**src/rtl/vga_pkg.sv**
```systemverilog
// Shared VGA timing defaults, pixel format and the alignment-pipeline stage type
// for the frame reader.
package vga_pkg;

   localparam int VGA_H_ACTIVE     = 640;
   localparam int VGA_H_FP         = 16;
   localparam int VGA_H_SYNC       = 96;
   localparam int VGA_H_BP         = 48;
   localparam int VGA_H_TOTAL      = VGA_H_ACTIVE + VGA_H_FP + VGA_H_SYNC + VGA_H_BP;
   localparam int VGA_H_SYNC_START = VGA_H_ACTIVE + VGA_H_FP;
   localparam int VGA_H_SYNC_END   = VGA_H_SYNC_START + VGA_H_SYNC;

   localparam int VGA_V_ACTIVE     = 480;
   localparam int VGA_V_FP         = 10;
   localparam int VGA_V_SYNC       = 2;
   localparam int VGA_V_BP         = 33;
   localparam int VGA_V_TOTAL      = VGA_V_ACTIVE + VGA_V_FP + VGA_V_SYNC + VGA_V_BP;
   localparam int VGA_V_SYNC_START = VGA_V_ACTIVE + VGA_V_FP;
   localparam int VGA_V_SYNC_END   = VGA_V_SYNC_START + VGA_V_SYNC;

   localparam int VGA_SRC_WIDTH    = 320;
   localparam int VGA_SRC_HEIGHT   = 240;
   localparam int VGA_ADDR_WIDTH   = $clog2(VGA_SRC_WIDTH * VGA_SRC_HEIGHT);

   typedef struct packed {
      logic [3:0] r;
      logic [3:0] g;
      logic [3:0] b;
   } rgb444_t;

   // One slot of the alignment pipeline; tick marks the slot carrying a new pixel.
   typedef struct packed {
      logic tick;
      logic hsync_n;
      logic vsync_n;
      logic active;
      logic frame_start;
   } pipe_t;

   localparam pipe_t PIPE_RST = '{tick: 1'b0, hsync_n: 1'b1, vsync_n: 1'b1,
                                  active: 1'b0, frame_start: 1'b0};

endpackage

```
**src/rtl/vga_frame_reader_if.sv**
```systemverilog
// VRAM read port plus VGA output bundle of the frame reader.
interface vga_frame_reader_if #(
   parameter int ADDR_WIDTH = vga_pkg::VGA_ADDR_WIDTH,
   parameter int DATA_WIDTH = 12
);
   logic [ADDR_WIDTH-1:0] pixel_read_address_o;
   logic [DATA_WIDTH-1:0] pixel_data_i;
   logic [3:0]            vga_r_o;
   logic [3:0]            vga_g_o;
   logic [3:0]            vga_b_o;
   logic                  hsync_o;
   logic                  vsync_o;
   logic                  video_on_o;
   logic                  frame_start_o;

   modport master (
      output pixel_read_address_o, vga_r_o, vga_g_o, vga_b_o,
             hsync_o, vsync_o, video_on_o, frame_start_o,
      input  pixel_data_i
   );

   modport slave (
      input  pixel_read_address_o, vga_r_o, vga_g_o, vga_b_o,
             hsync_o, vsync_o, video_on_o, frame_start_o,
      output pixel_data_i
   );
endinterface

```
**src/rtl/vga_timing_generator.sv**
```systemverilog
// Pixel-tick divider and h/v scan counters; registers the sync/active/frame_start
// flags of the position being scanned on each tick (first alignment stage).
module vga_timing_generator
   import vga_pkg::*;
#(
   parameter int CLK_DIV  = 4,
   parameter int H_ACTIVE = VGA_H_ACTIVE,
   parameter int H_FP     = VGA_H_FP,
   parameter int H_SYNC   = VGA_H_SYNC,
   parameter int H_BP     = VGA_H_BP,
   parameter int V_ACTIVE = VGA_V_ACTIVE,
   parameter int V_FP     = VGA_V_FP,
   parameter int V_SYNC   = VGA_V_SYNC,
   parameter int V_BP     = VGA_V_BP
) (
   input  logic  clk_i,
   input  logic  reset_i,
   output logic  tick_o,
   output logic  active_o,
   output logic  h_odd_o,
   output logic  v_odd_o,
   output logic  line_end_o,
   output logic  frame_end_o,
   output pipe_t stage_o
);

   localparam int H_TOTAL = H_ACTIVE + H_FP + H_SYNC + H_BP;
   localparam int V_TOTAL = V_ACTIVE + V_FP + V_SYNC + V_BP;
   localparam int HW      = $clog2(H_TOTAL);
   localparam int VW      = $clog2(V_TOTAL);
   localparam int DW      = (CLK_DIV > 1) ? $clog2(CLK_DIV) : 1;

   localparam logic [HW-1:0] H_ACT_C    = HW'(H_ACTIVE);
   localparam logic [HW-1:0] H_ACT_LAST = HW'(H_ACTIVE - 1);
   localparam logic [HW-1:0] H_LAST_C   = HW'(H_TOTAL - 1);
   localparam logic [HW-1:0] HS_BEG_C   = HW'(H_ACTIVE + H_FP);
   localparam logic [HW-1:0] HS_END_C   = HW'(H_ACTIVE + H_FP + H_SYNC);
   localparam logic [VW-1:0] V_ACT_C    = VW'(V_ACTIVE);
   localparam logic [VW-1:0] V_LAST_C   = VW'(V_TOTAL - 1);
   localparam logic [VW-1:0] VS_BEG_C   = VW'(V_ACTIVE + V_FP);
   localparam logic [VW-1:0] VS_END_C   = VW'(V_ACTIVE + V_FP + V_SYNC);
   localparam logic [DW-1:0] DIV_LAST_C = DW'(CLK_DIV - 1);

   logic [DW-1:0] div_q, div_d;
   logic [HW-1:0] h_q, h_d;
   logic [VW-1:0] v_q, v_d;
   pipe_t         stage_q, stage_d;

   // Counter reset value 0 makes the very first post-reset cycle a tick.
   assign tick_o      = (div_q == '0);
   assign active_o    = (h_q < H_ACT_C) && (v_q < V_ACT_C);
   assign h_odd_o     = h_q[0];
   assign v_odd_o     = v_q[0];
   assign line_end_o  = (h_q == H_ACT_LAST);
   assign frame_end_o = (h_q == H_LAST_C) && (v_q == V_LAST_C);
   assign stage_o     = stage_q;

   always_comb begin
      div_d        = (div_q == DIV_LAST_C) ? '0 : div_q + 1'b1;
      h_d          = h_q;
      v_d          = v_q;
      stage_d      = stage_q;
      stage_d.tick = tick_o;
      if (tick_o) begin
         stage_d.hsync_n     = !((h_q >= HS_BEG_C) && (h_q < HS_END_C));
         stage_d.vsync_n     = !((v_q >= VS_BEG_C) && (v_q < VS_END_C));
         stage_d.active      = active_o;
         stage_d.frame_start = (h_q == '0) && (v_q == '0);
         if (h_q == H_LAST_C) begin
            h_d = '0;
            v_d = (v_q == V_LAST_C) ? '0 : v_q + 1'b1;
         end else begin
            h_d = h_q + 1'b1;
         end
      end
   end

   always_ff @(posedge clk_i) begin
      if (reset_i) begin
         div_q   <= '0;
         h_q     <= '0;
         v_q     <= '0;
         stage_q <= PIPE_RST;
      end else begin
         div_q   <= div_d;
         h_q     <= h_d;
         v_q     <= v_d;
         stage_q <= stage_d;
      end
   end

endmodule

```
**src/rtl/vga_frame_reader.sv**
```systemverilog
// Scans a 320x240 RGB444 frame buffer out as 2x-doubled VGA; generates VRAM
// addresses and aligns sync/colour/markers to the returned read data.
module vga_frame_reader
   import vga_pkg::*;
#(
   parameter int CLK_DIV      = 4,
   parameter int READ_LATENCY = 1,
   parameter int H_ACTIVE     = VGA_H_ACTIVE,
   parameter int H_FP         = VGA_H_FP,
   parameter int H_SYNC       = VGA_H_SYNC,
   parameter int H_BP         = VGA_H_BP,
   parameter int V_ACTIVE     = VGA_V_ACTIVE,
   parameter int V_FP         = VGA_V_FP,
   parameter int V_SYNC       = VGA_V_SYNC,
   parameter int V_BP         = VGA_V_BP,
   parameter int SRC_WIDTH    = VGA_SRC_WIDTH,
   parameter int SRC_HEIGHT   = VGA_SRC_HEIGHT,
   parameter int ADDR_WIDTH   = VGA_ADDR_WIDTH,
   parameter int DATA_WIDTH   = 12
) (
   input  logic              clk_i,
   input  logic              reset_i,
   vga_frame_reader_if.master bus
);

   localparam int            LW          = ADDR_WIDTH + 1;
   localparam logic [LW-1:0] SRC_W_C     = LW'(SRC_WIDTH);
   localparam logic [LW-1:0] FB_PIXELS_C = LW'(SRC_WIDTH * SRC_HEIGHT);

   logic  tick, active, h_odd, v_odd, line_end, frame_end;
   pipe_t stage0;

   vga_timing_generator #(
      .CLK_DIV  (CLK_DIV),
      .H_ACTIVE (H_ACTIVE),
      .H_FP     (H_FP),
      .H_SYNC   (H_SYNC),
      .H_BP     (H_BP),
      .V_ACTIVE (V_ACTIVE),
      .V_FP     (V_FP),
      .V_SYNC   (V_SYNC),
      .V_BP     (V_BP)
   ) u_timing (
      .clk_i       (clk_i),
      .reset_i     (reset_i),
      .tick_o      (tick),
      .active_o    (active),
      .h_odd_o     (h_odd),
      .v_odd_o     (v_odd),
      .line_end_o  (line_end),
      .frame_end_o (frame_end),
      .stage_o     (stage0)
   );

   logic [ADDR_WIDTH-1:0] addr_q, addr_d;
   logic [ADDR_WIDTH-1:0] ptr_q, ptr_d;
   logic [ADDR_WIDTH-1:0] lb_q, lb_d;
   logic [LW-1:0]         lb_next;

   // ptr_q is the address of the next pixel to present: it steps once per
   // source pixel (after odd h) and falls back to line_base on even lines so
   // every source line is read twice.
   always_comb begin
      addr_d  = addr_q;
      ptr_d   = ptr_q;
      lb_d    = lb_q;
      lb_next = {1'b0, lb_q} + SRC_W_C;
      if (tick) begin
         if (active) begin
            addr_d = ptr_q;
            if (line_end) begin
               if (!v_odd) begin
                  ptr_d = lb_q;
               end else if (lb_next >= FB_PIXELS_C) begin
                  lb_d  = '0;
                  ptr_d = '0;
               end else begin
                  lb_d  = lb_next[ADDR_WIDTH-1:0];
                  ptr_d = lb_next[ADDR_WIDTH-1:0];
               end
            end else if (h_odd) begin
               ptr_d = ptr_q + 1'b1;
            end
         end
         if (frame_end) begin
            lb_d  = '0;
            ptr_d = '0;
         end
      end
   end

   always_ff @(posedge clk_i) begin
      if (reset_i) begin
         addr_q <= '0;
         ptr_q  <= '0;
         lb_q   <= '0;
      end else begin
         addr_q <= addr_d;
         ptr_q  <= ptr_d;
         lb_q   <= lb_d;
      end
   end

   pipe_t                 chain_q [READ_LATENCY];
   pipe_t                 last;
   logic [DATA_WIDTH-1:0] pix;
   rgb444_t               rgb_q;
   logic                  hs_q, vs_q, von_q, fs_q;

   assign last = chain_q[READ_LATENCY-1];
   assign pix  = bus.pixel_data_i;

   // The final stage loads only in the cycle the tick reaches it, so outputs
   // hold between ticks and frame_start is a single-clk pulse.
   always_ff @(posedge clk_i) begin
      if (reset_i) begin
         for (int i = 0; i < READ_LATENCY; i++) chain_q[i] <= PIPE_RST;
         rgb_q <= '0;
         hs_q  <= 1'b1;
         vs_q  <= 1'b1;
         von_q <= 1'b0;
         fs_q  <= 1'b0;
      end else begin
         chain_q[0] <= stage0;
         for (int i = 1; i < READ_LATENCY; i++) chain_q[i] <= chain_q[i-1];
         fs_q <= 1'b0;
         if (last.tick) begin
            rgb_q <= last.active ? pix : '0;
            hs_q  <= last.hsync_n;
            vs_q  <= last.vsync_n;
            von_q <= last.active;
            fs_q  <= last.frame_start;
         end
      end
   end

   assign bus.pixel_read_address_o = addr_q;
   assign bus.vga_r_o              = rgb_q.r;
   assign bus.vga_g_o              = rgb_q.g;
   assign bus.vga_b_o              = rgb_q.b;
   assign bus.hsync_o              = hs_q;
   assign bus.vsync_o              = vs_q;
   assign bus.video_on_o           = von_q;
   assign bus.frame_start_o        = fs_q;

endmodule

```
**src/flat_wrapper.sv**
```systemverilog
// flat-port wrapper written by rule: the top's interface ports become plain ports
module vga_frame_reader_flat import vga_pkg::*;
#(
   parameter int CLK_DIV      = 4,
   parameter int READ_LATENCY = 1,
   parameter int H_ACTIVE     = VGA_H_ACTIVE,
   parameter int H_FP         = VGA_H_FP,
   parameter int H_SYNC       = VGA_H_SYNC,
   parameter int H_BP         = VGA_H_BP,
   parameter int V_ACTIVE     = VGA_V_ACTIVE,
   parameter int V_FP         = VGA_V_FP,
   parameter int V_SYNC       = VGA_V_SYNC,
   parameter int V_BP         = VGA_V_BP,
   parameter int SRC_WIDTH    = VGA_SRC_WIDTH,
   parameter int SRC_HEIGHT   = VGA_SRC_HEIGHT,
   parameter int ADDR_WIDTH   = VGA_ADDR_WIDTH,
   parameter int DATA_WIDTH   = 12
)
  (clk_i, reset_i, bus_pixel_read_address_o, bus_vga_r_o, bus_vga_g_o, bus_vga_b_o, bus_hsync_o, bus_vsync_o, bus_video_on_o, bus_frame_start_o, bus_pixel_data_i);
  vga_frame_reader_if #(.ADDR_WIDTH(ADDR_WIDTH), .DATA_WIDTH(DATA_WIDTH)) bus_i ();
  input  logic clk_i;
  input  logic reset_i;
  output wire logic [$bits(bus_i.pixel_read_address_o)-1:0] bus_pixel_read_address_o;
  output wire logic [$bits(bus_i.vga_r_o)-1:0] bus_vga_r_o;
  output wire logic [$bits(bus_i.vga_g_o)-1:0] bus_vga_g_o;
  output wire logic [$bits(bus_i.vga_b_o)-1:0] bus_vga_b_o;
  output wire logic [$bits(bus_i.hsync_o)-1:0] bus_hsync_o;
  output wire logic [$bits(bus_i.vsync_o)-1:0] bus_vsync_o;
  output wire logic [$bits(bus_i.video_on_o)-1:0] bus_video_on_o;
  output wire logic [$bits(bus_i.frame_start_o)-1:0] bus_frame_start_o;
  input wire logic [$bits(bus_i.pixel_data_i)-1:0] bus_pixel_data_i;
  assign bus_pixel_read_address_o = bus_i.pixel_read_address_o;
  assign bus_vga_r_o = bus_i.vga_r_o;
  assign bus_vga_g_o = bus_i.vga_g_o;
  assign bus_vga_b_o = bus_i.vga_b_o;
  assign bus_hsync_o = bus_i.hsync_o;
  assign bus_vsync_o = bus_i.vsync_o;
  assign bus_video_on_o = bus_i.video_on_o;
  assign bus_frame_start_o = bus_i.frame_start_o;
  assign bus_i.pixel_data_i = bus_pixel_data_i;
  vga_frame_reader #(.CLK_DIV(CLK_DIV), .READ_LATENCY(READ_LATENCY), .H_ACTIVE(H_ACTIVE), .H_FP(H_FP), .H_SYNC(H_SYNC), .H_BP(H_BP), .V_ACTIVE(V_ACTIVE), .V_FP(V_FP), .V_SYNC(V_SYNC), .V_BP(V_BP), .SRC_WIDTH(SRC_WIDTH), .SRC_HEIGHT(SRC_HEIGHT), .ADDR_WIDTH(ADDR_WIDTH), .DATA_WIDTH(DATA_WIDTH)) u_core (.clk_i(clk_i), .reset_i(reset_i), .bus(bus_i));
endmodule
```
**config.mk**
```make
export PLATFORM = sky130hd
export DESIGN_NAME = vga_frame_reader_flat
export DESIGN_NICKNAME = d
export VERILOG_FILES = /design/src/rtl/vga_pkg.sv /design/src/rtl/vga_frame_reader_if.sv /design/src/rtl/vga_timing_generator.sv /design/src/rtl/vga_frame_reader.sv /design/src/flat_wrapper.sv
export SDC_FILE = /design/constraint.sdc
export NUM_CORES = 1
export LEC_CHECK = 0
export BUFFER_PORTS_ARGS = -buffer_cell sky130_fd_sc_hd__buf_2
export CORE_MARGIN = 2
export CORE_UTILIZATION = 25
export CTS_CLUSTER_SIZE = 10
export DETAILED_ROUTE_END_ITERATION = 7
export GPL_ROUTABILITY_DRIVEN = 0
export MAX_ROUTING_LAYER = met4
export SETUP_SLACK_MARGIN = 0.15
export SLEW_MARGIN = 20
export SYNTH_ARGS = -nofsm -noshare
export SYNTH_HDL_FRONTEND = slang
export SYNTH_SLANG_ARGS = --single-unit
```
**constraint.sdc**
```tcl
create_clock -name clk_i -period 2.2 [get_ports clk_i]
set_clock_uncertainty 0.05 [all_clocks]
set_input_delay 0.11 -clock clk_i [delete_from_list [all_inputs] [get_ports clk_i]]
set_output_delay 0.11 -clock clk_i [all_outputs]
set_load 0.1 [all_outputs]
```
* Word-level counts from Yosys, hierarchy flattened
Memory sizes are Yosys's and may differ from the RTL's. Index checks and enable logic that the tools add are counted.
Operators by class: reductions and logical operators 20, eq/ne operators 4, add/sub/neg operators 5, bitwise logic cells 1, muxes and demuxes 17, magnitude comparators 7
Operator list (number):
- two-way mux 17 bit | 9
- equality test 10 bit (second input constant) | 3
- adder 10 x 1 -> 10 bit (second input constant) | 2
- logical NOT 10 bit | 2
- less-than comparator 10 bit (second input constant) | 2
- less-than comparator 10 x 9 -> 1 bit (second input constant) | 2
- two-way mux 10 bit | 2
- adder 17 x 9 -> 18 bit (second input constant) | 1
- >= comparator 18 x 17 -> 1 bit (second input constant) | 1
- adder 17 x 1 -> 17 bit (second input constant) | 1
- two-way mux 12 bit | 1
- >= comparator 10 bit (second input constant) | 1
- >= comparator 10 x 9 -> 1 bit (second input constant) | 1
- AND reduction 3 bit | 2
- logical AND 1 bit | 5
- two-way mux 5 bit | 1
- OR reduction 5 bit | 1
- two-way mux 1 bit | 4
- AND reduction 2 bit | 2
- nonzero test 2 bit | 2
- OR reduction 2 bit | 2
- nonzero test 3 bit | 1
- adder 2 x 1 -> 2 bit (second input constant) | 1
- equality test 2 bit (second input constant) | 1
- other kinds (3) | 4
Word-level totals: input bits 14, register bits 94, logic and storage cells 73, memories kept 1, output and inout bits 33, bits in writable memories 5
Memories:
- u_core.chain_q | depth 1, bits a word 5, rd ports 1, clocked after memory_dff 0, write ports 1, line vga_frame_reader.sv:104 | pipe_t chain_q [READ_LATENCY];

* Logic depth before layout (Yosys ltp)
depth in word-level cells 7, mapped depth 9, gate-level depth less buffers 8

* By module
From an unflattened synthesis, not the netlist that was laid out.
Second synthesis, totals: cell total of the unflattened synthesis 571, area total of the unflattened synthesis 4795.8 um^2
By module, submodules not included:
- vga_frame_reader | area an instance 3443.3 um^2, seq. area each 1441.4 um^2, cells each 418, instances 1
- vga_timing_generator | area an instance 1352.5 um^2, seq. area each 540.5 um^2, cells each 153, instances 1

* Least setup slack after synthesis
No wires, ideal clock.
path type flip-flop to flip-flop, from reg u_core.lb_q[6], to reg u_core.ptr_q[0], stages on the path, launching flop included 8, data arrival time 2055 ps, slack 8 ps, library setup time 86 ps, cell sequence dfxtp_1 -> ha_1 -> o21ai_0 -> mux2i_1 -> a22o_4 -> o31ai_4 -> o2111ai_1 -> a221oi_2
On the way: word-level cells in the longest chain between the ends 7
Ends and longest elaborated chain:
- start: declaration | line vga_frame_reader.sv:57 | logic [ADDR_WIDTH-1:0] lb_q, lb_d;
- start signal: assignment | line vga_frame_reader.sv:100 | lb_q <= lb_d;
- adder 17 x 9 -> 18 bit | line vga_frame_reader.sv:67 | lb_next = {1'b0, lb_q} + SRC_W_C;
- >= comparator 18 x 17 -> 1 bit | line vga_frame_reader.sv:74 | end else if (lb_next >= FB_PIXELS_C) begin
- two-way mux 17 bit | line vga_frame_reader.sv:74
- two-way mux 17 bit | line vga_frame_reader.sv:72 | if (!v_odd) begin
- two-way mux 17 bit | line vga_frame_reader.sv:71 | if (line_end) begin
- two-way mux 17 bit | line vga_frame_reader.sv:69 | if (active) begin
- two-way mux 17 bit | line vga_frame_reader.sv:85 | if (frame_end) begin
- end signal: assignment | line vga_frame_reader.sv:99 | ptr_q <= ptr_d;
- end: declaration | line vga_frame_reader.sv:56 | logic [ADDR_WIDTH-1:0] ptr_q, ptr_d;
No other way between the ends. The select of a mux whose other input is x is not followed. A chain may end at the register's enable or synchronous reset.

* Final worst setup path
from reg u_core.lb_q[7], to reg u_core.ptr_q[11]
On the way: word-level cells in the longest chain between the ends 7
Ends and longest elaborated chain (line):
- adder 17 x 9 -> 18 bit (*) | vga_frame_reader.sv:67
- >= comparator 18 x 17 -> 1 bit | vga_frame_reader.sv:74
- two-way mux 17 bit (*) | vga_frame_reader.sv:74
- two-way mux 17 bit (*) | vga_frame_reader.sv:72
- two-way mux 17 bit (*) | vga_frame_reader.sv:71
- two-way mux 17 bit (*) | vga_frame_reader.sv:69
- two-way mux 17 bit (*) | vga_frame_reader.sv:85
Every way passes the cells marked *; elsewhere a longest branch is shown, timed or not. The select of a mux whose other input is x is not followed.

==> results.toml <==
[logic_synthesis]
ys_types = 70
yosysMostFrequentCell = "dfxtp_1"
synth_top_area_share_pct = 40.4
seq_area_frac_synth_pct = 40.4
synth_area_sq_um = 4910
synth_largest_area_cell = "dfxtp_1"
async_reset_ff_share_pct = 0
yosys-top-cells-count = "99 x dfxtp_1, 83 x nand2_1, 61 x nor2_1, 46 x a21oi_1, 35 x nand3_1"
syn_area_per_cell_sq_um = 8.14
ys_warn_count = 0
synthFlopType = "dfxtp_1"
syn-num-nets = 625
ys_top_cells_by_area = "dfxtp_1 40%, nand2_1 6.3%, a21oi_1 4.7%"
ys_ff_latch = 99
synth_edf_count = 0
syn_inst = 603

[timing]
slew_violations = 0
max_slew_margin_pct = 63.2
fmax_mhz = 444
fin_crit_ps = 2250
finalWorstSetupSlack_ps = -50.4
finalSetupViolCount = 10
rsz0062_at_grt = "true"
worstMarginPinSlew_ps = 549
finalHoldViolations = 0
layout_worst_path_cycle_share_pct = 102

[critical_path]
reg2regPathDepth = 9
cp-start-kind = "flip-flop"
path_max_fanout = 6
crit_type = "flip-flop to flip-flop"
cp-end-kind = "flip-flop"
critPathRequiredTime_ps = 2390
arrival_ps = 2440

[grt]
grt_pass1_wl_um = 21700
gr-total-overflow = 0
grt_max_degree = 48
grt_usage_pct = 13.6
antenna_found_initial = 0
grt_pass1_vias = 4258

[die]
chipWidth_um = 144
die_area_sq_um = 20800
io_pins = 47
dieHeight_um = 144
rows = 51
start_util_pct = 25.3
core_sq_um = 19400

[place]
port_buffers = 46
dp.cells = 937
dpl.hpwl_um = 9650

[routing]
drt-vias-per-instance = 4.92
vias = 4916
met1_length_um = 6590
drt_wl_total_um = 14600
top_layer_used = "met4"
wl_met2_um = 6930
ant_nets = 0
first_pass_iters = 5
drc_errors = 0
wl_per_cell_um = 14.6
drt_iter0_drc = 349
met3_wirelength_um = 638

[min_path]
holdPathStages = 4
hold_path.class = "input port to flip-flop"

[clocking]
htreeDepth = 3
cts.clk_slew.worst_paths_ps = 70
clock-sinks = 99
clk_latency_ps = 350
cts_buffer_depth = 2
cts_inserted_buffers = 9
cts_tree = "yes"
cts_root_buf = "clkbuf_16"

[job]
maxCapViolations = 0

[status]
status = "complete, but fails checks"
failed_checks = "negative setup slack"

[pwr]
power.leakage_nw = 2.59
cellPowerDensity_nw_per_um2 = 589
totalPowerFinal_mw = 4.07
ir_worst_vdd_mv = 0.387

[cells_and_area]
fin_util_pct = 35.6
drive_gt1_share_pct = 33.5
fin_cells = 999
area_growth_pct = 40.7
fin_nets = 751
n_antenna_cell = 0
==> cell type report <==
cell class	count	area, sq um
Fill cell	2007	12500
Multi-Input combinational cell	452	3080
Sequential cell	99	2010
Timing Repair Buffer	153	1130
Tap cell	265	332
Clock buffer	13	270
Inverter	14	52.6
Clock inverter	3	43.8
==> power by group <==
part	internal, mW	total (mW)	switching [mW]
clock	0.978	1.66	0.685
sequential	1.83	1.86	0.0256
combinational	0.228	0.551	0.323
==> what timing repair did <==
action                                  in CTS  in global routing
pin swaps                                    8                 32
buffers inserted                             3                 28
gates cloned                                 1                  2
gates resized for setup                     22                 73
hold buffers                                12                  0
endpoints found under the hold margin       12                  0
endpoints found under the setup margin      35                 44
==> worst paths after layout <==
path / to / slack [ps] / start
hold / removal: u_core.u_timing.stage_o[3] / 130 / reset_i
setup / recovery: u_core.ptr_q[11] / -50 / u_core.lb_q[7]
hold reg to reg: u_core.chain_q[0][4] / 390 / u_core.u_timing.stage_o[4]
setup reg to reg: u_core.ptr_q[11] / -50 / u_core.lb_q[7]
==> metal layers <==
metal | track usage [%] | up-vias
met5 | - | -
met4 | 4.50 | 0
met3 | 3.68 | 37
met2 | 20.6 | 147
met1 | 17.6 | 2329
li1 | - | 2403
==> state kept, by name (all words and copies together), names as in the netlist <==
name / flops
u_core.bus.video_on_o: 1
u_core.chain_q: 5
u_core.bus.vga_r_o: 4
u_core.bus.vga_b_o: 4
u_core.u_timing.stage_o: 5
u_core.lb_q: 17
u_core.u_timing.div_q: 2
u_core.ptr_q: 17
u_core.bus.vsync_o: 1
u_core.u_timing.h_q: 10
u_core.u_timing.v_q: 10
u_core.bus.vga_g_o: 4
u_core.bus.hsync_o: 1
u_core.bus.frame_start_o: 1
u_core.bus.pixel_read_address_o: 17
==> cell usage in the layout (no fill, tap or decap), types with 7 or more instances in the layout <==
| cell | count |
|---|---|
| dlygate4sd3_1 | 12 |
| and3_1 | 9 |
| nor2_1 | 57 |
| nand3_1 | 25 |
| buf_4 | 83 |
| nor3_1 | 11 |
| o21ai_0 | 14 |
| nand4_1 | 13 |
| a21oi_1 | 44 |
| buf_2 | 47 |
| clkbuf_16 | 10 |
| dfxtp_1 | 89 |
| xor2_1 | 13 |
| nand3_2 | 9 |
| a22oi_1 | 14 |
| inv_1 | 13 |
| buf_6 | 7 |
| xnor2_1 | 13 |
| nand2_1 | 79 |
==> cell families (layout without fill, tap and decap cells) <==
logic type / after synthesis / count (layout) / synth area share, %
adders and majority gates: 8 / 8 / 2.04
muxes: 5 / 5 / 1.04
buffers and inverters: 52 / 183 / 4.76
AOI/OAI and AO/OA: 138 / 138 / 19.4
xor gates and xnor gates: 26 / 26 / 4.64
DFF: 99 / 99 / 40.4
and+or+nand+nor: 275 / 275 / 27.8
==> stage by stage <==
stage	instance area [sq um]	worst slack [ps]	TNS (ps)	hold slack, ps
5_1_grt	6910	-117	-1240	174
3_3_place_gp	5790	-21.5	-138	291
3_5_place_dp	5790	-31.5	-155	300
4_1_cts	6350	27.5	0	142
2_1_floorplan	4960	142	0	204
6_report	6910	-50.4	-349	130
==> critical path, stage by stage, from the launching register on <==
cell and delay (ps):
dfxtp_4 370, ha_4 180, or4b_4 490, o22ai_4 160, a22o_4 180, o31ai_4 80
buf_6 140, buf_8 130, a221oi_4 300, nor3_2 50
Note: power is estimated with default switching activity, not from simulation.
